## config.mk

```make
export PLATFORM = sky130hd
export DESIGN_NAME = grid_action_arbiter
export DESIGN_NICKNAME = d
export VERILOG_FILES = /design/src/rtl/game_pkg.sv /design/src/rtl/chop_lock.sv /design/src/rtl/grid_action_arbiter.sv
export SDC_FILE = /design/constraint.sdc
export NUM_CORES = 1
export LEC_CHECK = 0
export ABC_AREA = 1
export CORE_MARGIN = 8
export CORE_UTILIZATION = 50
export DETAILED_ROUTE_END_ITERATION = 8
export DONT_BUFFER_PORTS = 1
export HOLD_SLACK_MARGIN = 0.03
export PLACE_DENSITY = 0.75
export SYNTH_ARGS = -nofsm -noshare
export SYNTH_HDL_FRONTEND = slang
export SYNTH_SLANG_ARGS = --single-unit
```

## constraint.sdc

```tcl
create_clock -name vsync -period 4.9 [get_ports vsync]
set_clock_uncertainty 0.05 [all_clocks]
set_input_delay 0.49 -clock vsync [delete_from_list [all_inputs] [get_ports vsync]]
set_output_delay 0.49 -clock vsync [all_outputs]
set_load 0.01 [all_outputs]
```

## src/rtl/game_pkg.sv

```systemverilog
// Shared game constants: top-level game states, grid action ops, grid geometry, serving cells.
// No logic; imported by the arbiter and its chop lock sub-module.
package game_pkg;

  localparam logic [2:0] GS_WELCOME = 3'd0;
  localparam logic [2:0] GS_START   = 3'd1;
  localparam logic [2:0] GS_PLAY    = 3'd2;
  localparam logic [2:0] GS_PAUSE   = 3'd3;
  localparam logic [2:0] GS_FINISH  = 3'd4;

  typedef enum logic [1:0] {
    OP_NONE   = 2'd0,
    OP_PICKUP = 2'd1,
    OP_DROP   = 2'd2,
    OP_CHOP   = 2'd3
  } op_e;

  localparam int GRID_ROWS = 8;
  localparam int GRID_COLS = 13;
  localparam int ROW_W     = $clog2(GRID_ROWS);
  localparam int COL_W     = $clog2(GRID_COLS);

  localparam logic [ROW_W-1:0] SERVE_ROW0 = ROW_W'(4);
  localparam logic [ROW_W-1:0] SERVE_ROW1 = ROW_W'(5);
  localparam logic [COL_W-1:0] SERVE_COL  = COL_W'(12);

endpackage

```

## src/rtl/chop_lock.sv

```systemverilog
// Per-player chop lock: latches the chopped cell and holds it for CHOP_FRAMES PLAY frames.
// o_release is combinational so the arbiter sees an expiring or aborting lock as free this frame.
module chop_lock
  import game_pkg::*;
#(
  parameter int CHOP_FRAMES = 120
) (
  input  logic             clk,
  input  logic             reset,
  input  logic             i_start,
  input  logic             i_abort,
  input  logic             i_freeze,
  input  logic [ROW_W-1:0] i_row,
  input  logic [COL_W-1:0] i_col,
  output logic             o_active,
  output logic             o_done,
  output logic             o_release,
  output logic [ROW_W-1:0] o_row,
  output logic [COL_W-1:0] o_col
);

  localparam int CW = (CHOP_FRAMES > 1) ? $clog2(CHOP_FRAMES) : 1;

  logic [CW-1:0]    r_cnt;
  logic             r_active;
  logic             r_done;
  logic [ROW_W-1:0] r_row;
  logic [COL_W-1:0] r_col;
  logic             w_expire;

  assign w_expire  = r_active && !i_freeze && !i_abort && (r_cnt == '0);
  assign o_release = r_active && !i_freeze && (i_abort || (r_cnt == '0));

  always_ff @(negedge clk) begin
    if (reset) begin
      r_cnt    <= '0;
      r_active <= 1'b0;
      r_done   <= 1'b0;
      r_row    <= '0;
      r_col    <= '0;
    end else begin
      // done reports a normal expiry even when the same player is re-granted a chop this frame
      r_done <= w_expire;
      if (i_start) begin
        r_active <= 1'b1;
        r_cnt    <= CW'(CHOP_FRAMES - 1);
        r_row    <= i_row;
        r_col    <= i_col;
      end else if (o_release) begin
        r_active <= 1'b0;
      end else if (r_active && !i_freeze) begin
        r_cnt <= r_cnt - 1'b1;
      end
    end
  end

  assign o_active = r_active;
  assign o_done   = r_done;
  assign o_row    = r_row;
  assign o_col    = r_col;

endmodule

```

## src/rtl/grid_action_arbiter.sv

```systemverilog
// One grant per frame onto the grid update path: serving clears first, then players round-robin.
// Registered outputs at the sampling edge; ineligible requests simply stay pending until eligible.
module grid_action_arbiter
  import game_pkg::*;
#(
  parameter int NUM_PLAYERS = 4,
  parameter int CHOP_FRAMES = 120
) (
  input  logic                                vsync,
  input  logic                                reset,
  input  logic [2:0]                          game_state,
  input  logic [NUM_PLAYERS-1:0]              req,
  input  logic [NUM_PLAYERS-1:0][1:0]         req_op,
  input  logic [NUM_PLAYERS-1:0][ROW_W-1:0]   req_row,
  input  logic [NUM_PLAYERS-1:0][COL_W-1:0]   req_col,
  input  logic [1:0]                          clear_req,
  output logic [NUM_PLAYERS-1:0]              ack,
  output logic [1:0]                          clear_ack,
  output logic                                grant_valid,
  output logic                                grant_clear,
  output logic [1:0]                          grant_player,
  output logic [1:0]                          grant_op,
  output logic [ROW_W-1:0]                    grant_row,
  output logic [COL_W-1:0]                    grant_col,
  output logic [NUM_PLAYERS-1:0]              lock_active,
  output logic [NUM_PLAYERS-1:0]              chop_done
);

  logic                       w_play;
  logic                       w_pause;
  logic                       w_idle;
  logic [NUM_PLAYERS-1:0]     w_abort;
  logic [NUM_PLAYERS-1:0]     w_start;
  logic [NUM_PLAYERS-1:0]     w_lock_act;
  logic [NUM_PLAYERS-1:0]     w_lock_rel;
  logic [NUM_PLAYERS-1:0]     w_lock_done;
  logic [NUM_PLAYERS-1:0]     w_held;
  logic [NUM_PLAYERS-1:0][ROW_W-1:0] w_lock_row;
  logic [NUM_PLAYERS-1:0][COL_W-1:0] w_lock_col;
  logic [NUM_PLAYERS-1:0]     w_elig;
  logic                       w_found;
  logic [1:0]                 w_winner;
  logic [1:0]                 w_idx;

  logic [1:0]                 r_rr_ptr;
  logic [NUM_PLAYERS-1:0]     r_ack;
  logic [1:0]                 r_clear_ack;
  logic                       r_grant_valid;
  logic                       r_grant_clear;
  logic [1:0]                 r_grant_player;
  logic [1:0]                 r_grant_op;
  logic [ROW_W-1:0]           r_grant_row;
  logic [COL_W-1:0]           r_grant_col;

  assign w_play  = (game_state == GS_PLAY);
  assign w_pause = (game_state == GS_PAUSE);
  assign w_idle  = !w_play && !w_pause;

  for (genvar g = 0; g < NUM_PLAYERS; g++) begin : g_lock
    // a lock survives only while its owner keeps asking to chop
    assign w_abort[g] = w_idle ||
                        (w_lock_act[g] && (!req[g] || (req_op[g] != OP_CHOP)));
    assign w_start[g] = w_play && (clear_req == 2'b00) && w_found &&
                        (w_winner == 2'(g)) && (req_op[g] == OP_CHOP);
    assign w_held[g]  = w_lock_act[g] && !w_lock_rel[g];

    chop_lock #(
      .CHOP_FRAMES(CHOP_FRAMES)
    ) u_chop_lock (
      .clk      (vsync),
      .reset    (reset),
      .i_start  (w_start[g]),
      .i_abort  (w_abort[g]),
      .i_freeze (w_pause),
      .i_row    (req_row[g]),
      .i_col    (req_col[g]),
      .o_active (w_lock_act[g]),
      .o_done   (w_lock_done[g]),
      .o_release(w_lock_rel[g]),
      .o_row    (w_lock_row[g]),
      .o_col    (w_lock_col[g])
    );
  end

  always_comb begin
    w_elig = '0;
    for (int i = 0; i < NUM_PLAYERS; i++) begin
      w_elig[i] = req[i] && (req_op[i] != OP_NONE) &&
                  (req_col[i] <= COL_W'(GRID_COLS - 1)) && !w_held[i];
      for (int j = 0; j < NUM_PLAYERS; j++) begin
        if ((j != i) && w_held[j] && (w_lock_row[j] == req_row[i]) &&
            (w_lock_col[j] == req_col[i])) begin
          w_elig[i] = 1'b0;
        end
      end
    end
  end

  always_comb begin
    w_found  = 1'b0;
    w_winner = r_rr_ptr;
    w_idx    = r_rr_ptr;
    for (int k = 0; k < NUM_PLAYERS; k++) begin
      w_idx = r_rr_ptr + 2'(k);
      if (!w_found && w_elig[w_idx]) begin
        w_found  = 1'b1;
        w_winner = w_idx;
      end
    end
  end

  always_ff @(negedge vsync) begin
    if (reset) begin
      r_rr_ptr       <= '0;
      r_ack          <= '0;
      r_clear_ack    <= '0;
      r_grant_valid  <= 1'b0;
      r_grant_clear  <= 1'b0;
      r_grant_player <= '0;
      r_grant_op     <= '0;
      r_grant_row    <= '0;
      r_grant_col    <= '0;
    end else begin
      r_ack          <= '0;
      r_clear_ack    <= '0;
      r_grant_valid  <= 1'b0;
      r_grant_clear  <= 1'b0;
      r_grant_player <= '0;
      r_grant_op     <= '0;
      r_grant_row    <= '0;
      r_grant_col    <= '0;
      if (w_play) begin
        if (clear_req[0]) begin
          r_clear_ack   <= 2'b01;
          r_grant_valid <= 1'b1;
          r_grant_clear <= 1'b1;
          r_grant_row   <= SERVE_ROW0;
          r_grant_col   <= SERVE_COL;
        end else if (clear_req[1]) begin
          r_clear_ack   <= 2'b10;
          r_grant_valid <= 1'b1;
          r_grant_clear <= 1'b1;
          r_grant_row   <= SERVE_ROW1;
          r_grant_col   <= SERVE_COL;
        end else if (w_found) begin
          r_ack[w_winner] <= 1'b1;
          r_grant_valid   <= 1'b1;
          r_grant_player  <= w_winner;
          r_grant_op      <= req_op[w_winner];
          r_grant_row     <= req_row[w_winner];
          r_grant_col     <= req_col[w_winner];
          r_rr_ptr        <= w_winner + 2'd1;
        end
      end else if (!w_pause) begin
        r_rr_ptr <= '0;
      end
    end
  end

  assign ack          = r_ack;
  assign clear_ack    = r_clear_ack;
  assign grant_valid  = r_grant_valid;
  assign grant_clear  = r_grant_clear;
  assign grant_player = r_grant_player;
  assign grant_op     = r_grant_op;
  assign grant_row    = r_grant_row;
  assign grant_col    = r_grant_col;
  assign lock_active  = w_lock_act;
  assign chop_done    = w_lock_done;

endmodule

```

==> results.tsv <==
stage	metric	value	unit
yosys	#FFs+latches synth	85	
finish	antenna cells	0	
power	PD cells	271	nW/um^2
worst_setup_path	CP endpoint kind	register	
grt	pin count of the biggest net entering global routing	44	
die	Die X	122	um
placed_design	Area after DPL	6080	um^2
die	DIE HEIGHT	122	um
yosys	Mapped Avg Cell Area	6.39	um^2
clocking	CTS root buf	clkbuf_16	
die	die area	14900	um^2
detailed_routing	vias per std cell	5.43	
yosys	post-synthesis compound-gate area fraction	7.12	%
finish	layout cell share with drive strength beyond 1	24.4	%
detailed_routing	drt initial violations	635	
worst_setup_path	delay-heaviest family, CP	simple AND/OR/NAND/NOR gates	
grt	first-pass GRT wire length	28900	um
finish	multi-input gate area in the final layout	3950	um^2
status	status	finished, violations left	
finish	most common cell after layout, fill and taps aside	nand2_1	
clocking	clock sink total	85	
worst_setup_path	worst r2r src	g_lock[2].u_chop_lock.r_cnt[0]	
timing	final worst slack	-294	ps
detailed_routing	DRT antenna net count	0	
worst_setup_path	WP buf/inv	3	
worst_setup_path	worst path required time	2740	ps
finish	fin area	7510	um^2
grt	number of antenna violations at the first check in global routing	0	
worst_setup_path	Critical Path Source Type	input pin	
hold_path	hold crit path type	reg2reg	
timing	final setup fails	71	
finish	fin nets	1072	
worst_setup_path	Worst Path Max Fanout	7	
die	initial core utilization	51.6	%
worst_setup_path	CP Cell Sequence	inv_16 -> nand2_8 -> nor2_4 -> nor2_2 -> nand2_2 -> nand2_4 -> nor2_4 -> nor2_4 -> nand3_2 -> nand2_1 -> nand2_1 -> nand2_2 -> nand3_2 -> nand2_1 -> nand2_1 -> nand2_2 -> a21oi_4 -> ha_4 -> inv_4 -> nor2_4 -> buf_6 -> nand3_2 -> a21oi_2	
finish	area grow syn2layout	33.2	%
power	Tot Pwr	2.03	mW
clocking	Clk Latency, worst-skew pair	430	ps
timing	worst hold slack	436	ps
clocking	clock buffer count from CTS	9	
clocking	Reg clk slew, reported paths	40	ps
placed_design	PortBufs	0	
clocking	CTS max path bufs	2	
placed_design	dpl hpwl	12300	um
placed_design	Place WS	-595	ps
worst_setup_path	Setup crit start	game_state[2]	
finish	Sequential cell area	1700	um^2
detailed_routing	routed vias	6306	
finish	Core Util, Final	68.7	%
yosys	Unique masters post-synth	36	
timing	worst-margin pin slew	569	ps
yosys	multiplexer share of the synthesized area	0	%
power	VDD IR-drop max	325	uV
grt	GRT Total Usage	24.6	%
clocking	H-tree levels	3	
clocking	TritonCTS clock tree	yes	
yosys	post-synthesis xor/xnor area fraction	9.17	%
worst_setup_path	Worst EP arrival	3030	ps
timing	slew margin rel.	62.0	%
die	# rows	38	
placed_design	GP Congestion	0.919	
yosys	Mapped Area	5640	um^2
grt	number of global-route vias before repair	6014	
yosys	Simple-Gate Fraction of Synth Area	40.2	%
worst_setup_path	critical setup path kind	in2reg	
detailed_routing	Initial DRT Pass Iterations	6	
worst_setup_path	max incr delay on CP	240	ps
yosys	Syn. warnings	0	
timing	RSZ-0062 raised after global routing	yes	
hold_path	Hold Crit Start	g_lock[2].u_chop_lock.r_cnt[6]	
grt	gr ovfl total	0	
yosys	combinational family with the most area after synthesis	simple AND/OR/NAND/NOR gates	
status	failing checks	setup timing	
die	core region area	10900	um^2
yosys	post-synthesis cell count	882	
worst_setup_path	Slowest-stage cell, CP	nor2_4	
yosys	sequential fraction of the synthesis area	30.2	%
finish	Layout fillers	906	
timing	Fin. Hold Viols	0	
yosys	Synth Area in Adders	1.78	%
power	Leakage	3.58	nW
finish	most frequent cells in the layout	nand2_1 (233), inv_1 (182), nor2_1 (92)	
timing	Final Max Tran Viols	0	
yosys	Net Count, Synth	937	
job	max capacitance violation total	0	
detailed_routing	Post-route DRC	0	
detailed_routing	routed wire length	19400	um
detailed_routing	post-DR wirelength/cell	16.7	um
die	Ports	74	
[cells by family (layout without fill, tap and decap cells)]
logic type / count (synthesis) / after routing
AND/OR/NAND/NOR: 507 / 513
adder cells (fa/ha/maj): 8 / 8
XOR/XNOR: 59 / 59
AO/OA/AOI/OAI: 74 / 74
flip-flops: 85 / 85
buffers and inverters: 149 / 282
[final timing paths]
check	to	depth (start not counted)	slack [ps]
setup / recovery	g_lock[2].u_chop_lock.o_row[2]	23	-290
hold / removal	g_lock[2].u_chop_lock.r_cnt[6]	2	440
setup reg to reg	g_lock[2].u_chop_lock.o_row[2]	24	1580
hold reg to reg	g_lock[2].u_chop_lock.r_cnt[6]	2	440
[worst reg2reg max path: cells and delay by family, from the launching register on]
kind	cells	cell delay, ps
buffers and inverters	4	360
and+or+nand+nor	16	1810
adders and majority gates	2	370
AOI/OAI and AO/OA	2	360
DFF	1	310
[metrics by stage]
step           setup TNS (ps)  std cells
2_1_floorplan          -16460        882
3_3_place_gp           -32500       1035
3_5_place_dp           -36180       1035
4_1_cts                 -1560       1150
5_1_grt                -21600       1161
6_report               -10780       1161
[synth_stat cells, drive strengths merged]
master	n	area, um^2
nor2	130	529
nand2	270	1070
o22ai	1	6.26
nand4	12	90.1
xnor2	23	201
a32oi	1	8.76
nand3b	1	7.51
o21ai	18	90.1
clkbuf	16	72.6
inv	109	409
o211ai	2	15.0
dfxtp	85	1700
or2	4	25.0
nand3	75	468
a21oi	38	194
ha	8	100
xor2	36	315
nor3	12	60.1
a31oi	14	87.6
buf	24	171
nor4	3	18.8
[cell type report]
type / count / area share (%)
clock inverter: 91 / 5.06
clock buffer: 9 / 3.00
tap: 140 / 2.33
timing repair buffer: 74 / 8.56
multi-input combinational: 654 / 52.6
sequential: 85 / 22.7
inverter: 108 / 5.76
[routing by layer]
metal  vias to the layer above  wire [um]  global-route usage (%)
met5                         -          0                       0
met4                         0        682                    13.4
met3                        54       2250                    10.6
met2                       335       9100                    38.3
met1                      2896       7390                    28.1
li1                       3021          -                       -
[state kept, by name (all words and copies together), names as in the netlist]
signal	flops
g_lock.u_chop_lock.r_cnt	28
g_lock.u_chop_lock.o_col	16
g_lock.u_chop_lock.o_row	12
ack	4
g_lock.u_chop_lock.o_active	4
g_lock.u_chop_lock.o_done	4
grant_col	4
grant_row	3
clear_ack	2
grant_op	2
grant_player	2
r_rr_ptr	2
grant_clear	1
grant_valid	1
[what timing repair did]
| action | 4_1_cts | 5_1_grt |
|---|---|---|
| gates cloned | 4 | 2 |
| setup endpoints to repair | 58 | 77 |
| setup buffers | 12 | 9 |
| hold buffers | 0 | 0 |
| pin swaps | 43 | 51 |
| gates resized for setup | 37 | 97 |
| endpoints found under the hold margin | 0 | 0 |
[report_power, final]
part           total, mW  internal [mW]  switching [mW]
logic              0.362          0.160           0.202
clock network      0.966          0.484           0.483
registers          0.707          0.702         0.00522
(Power assumes the default switching activity.)
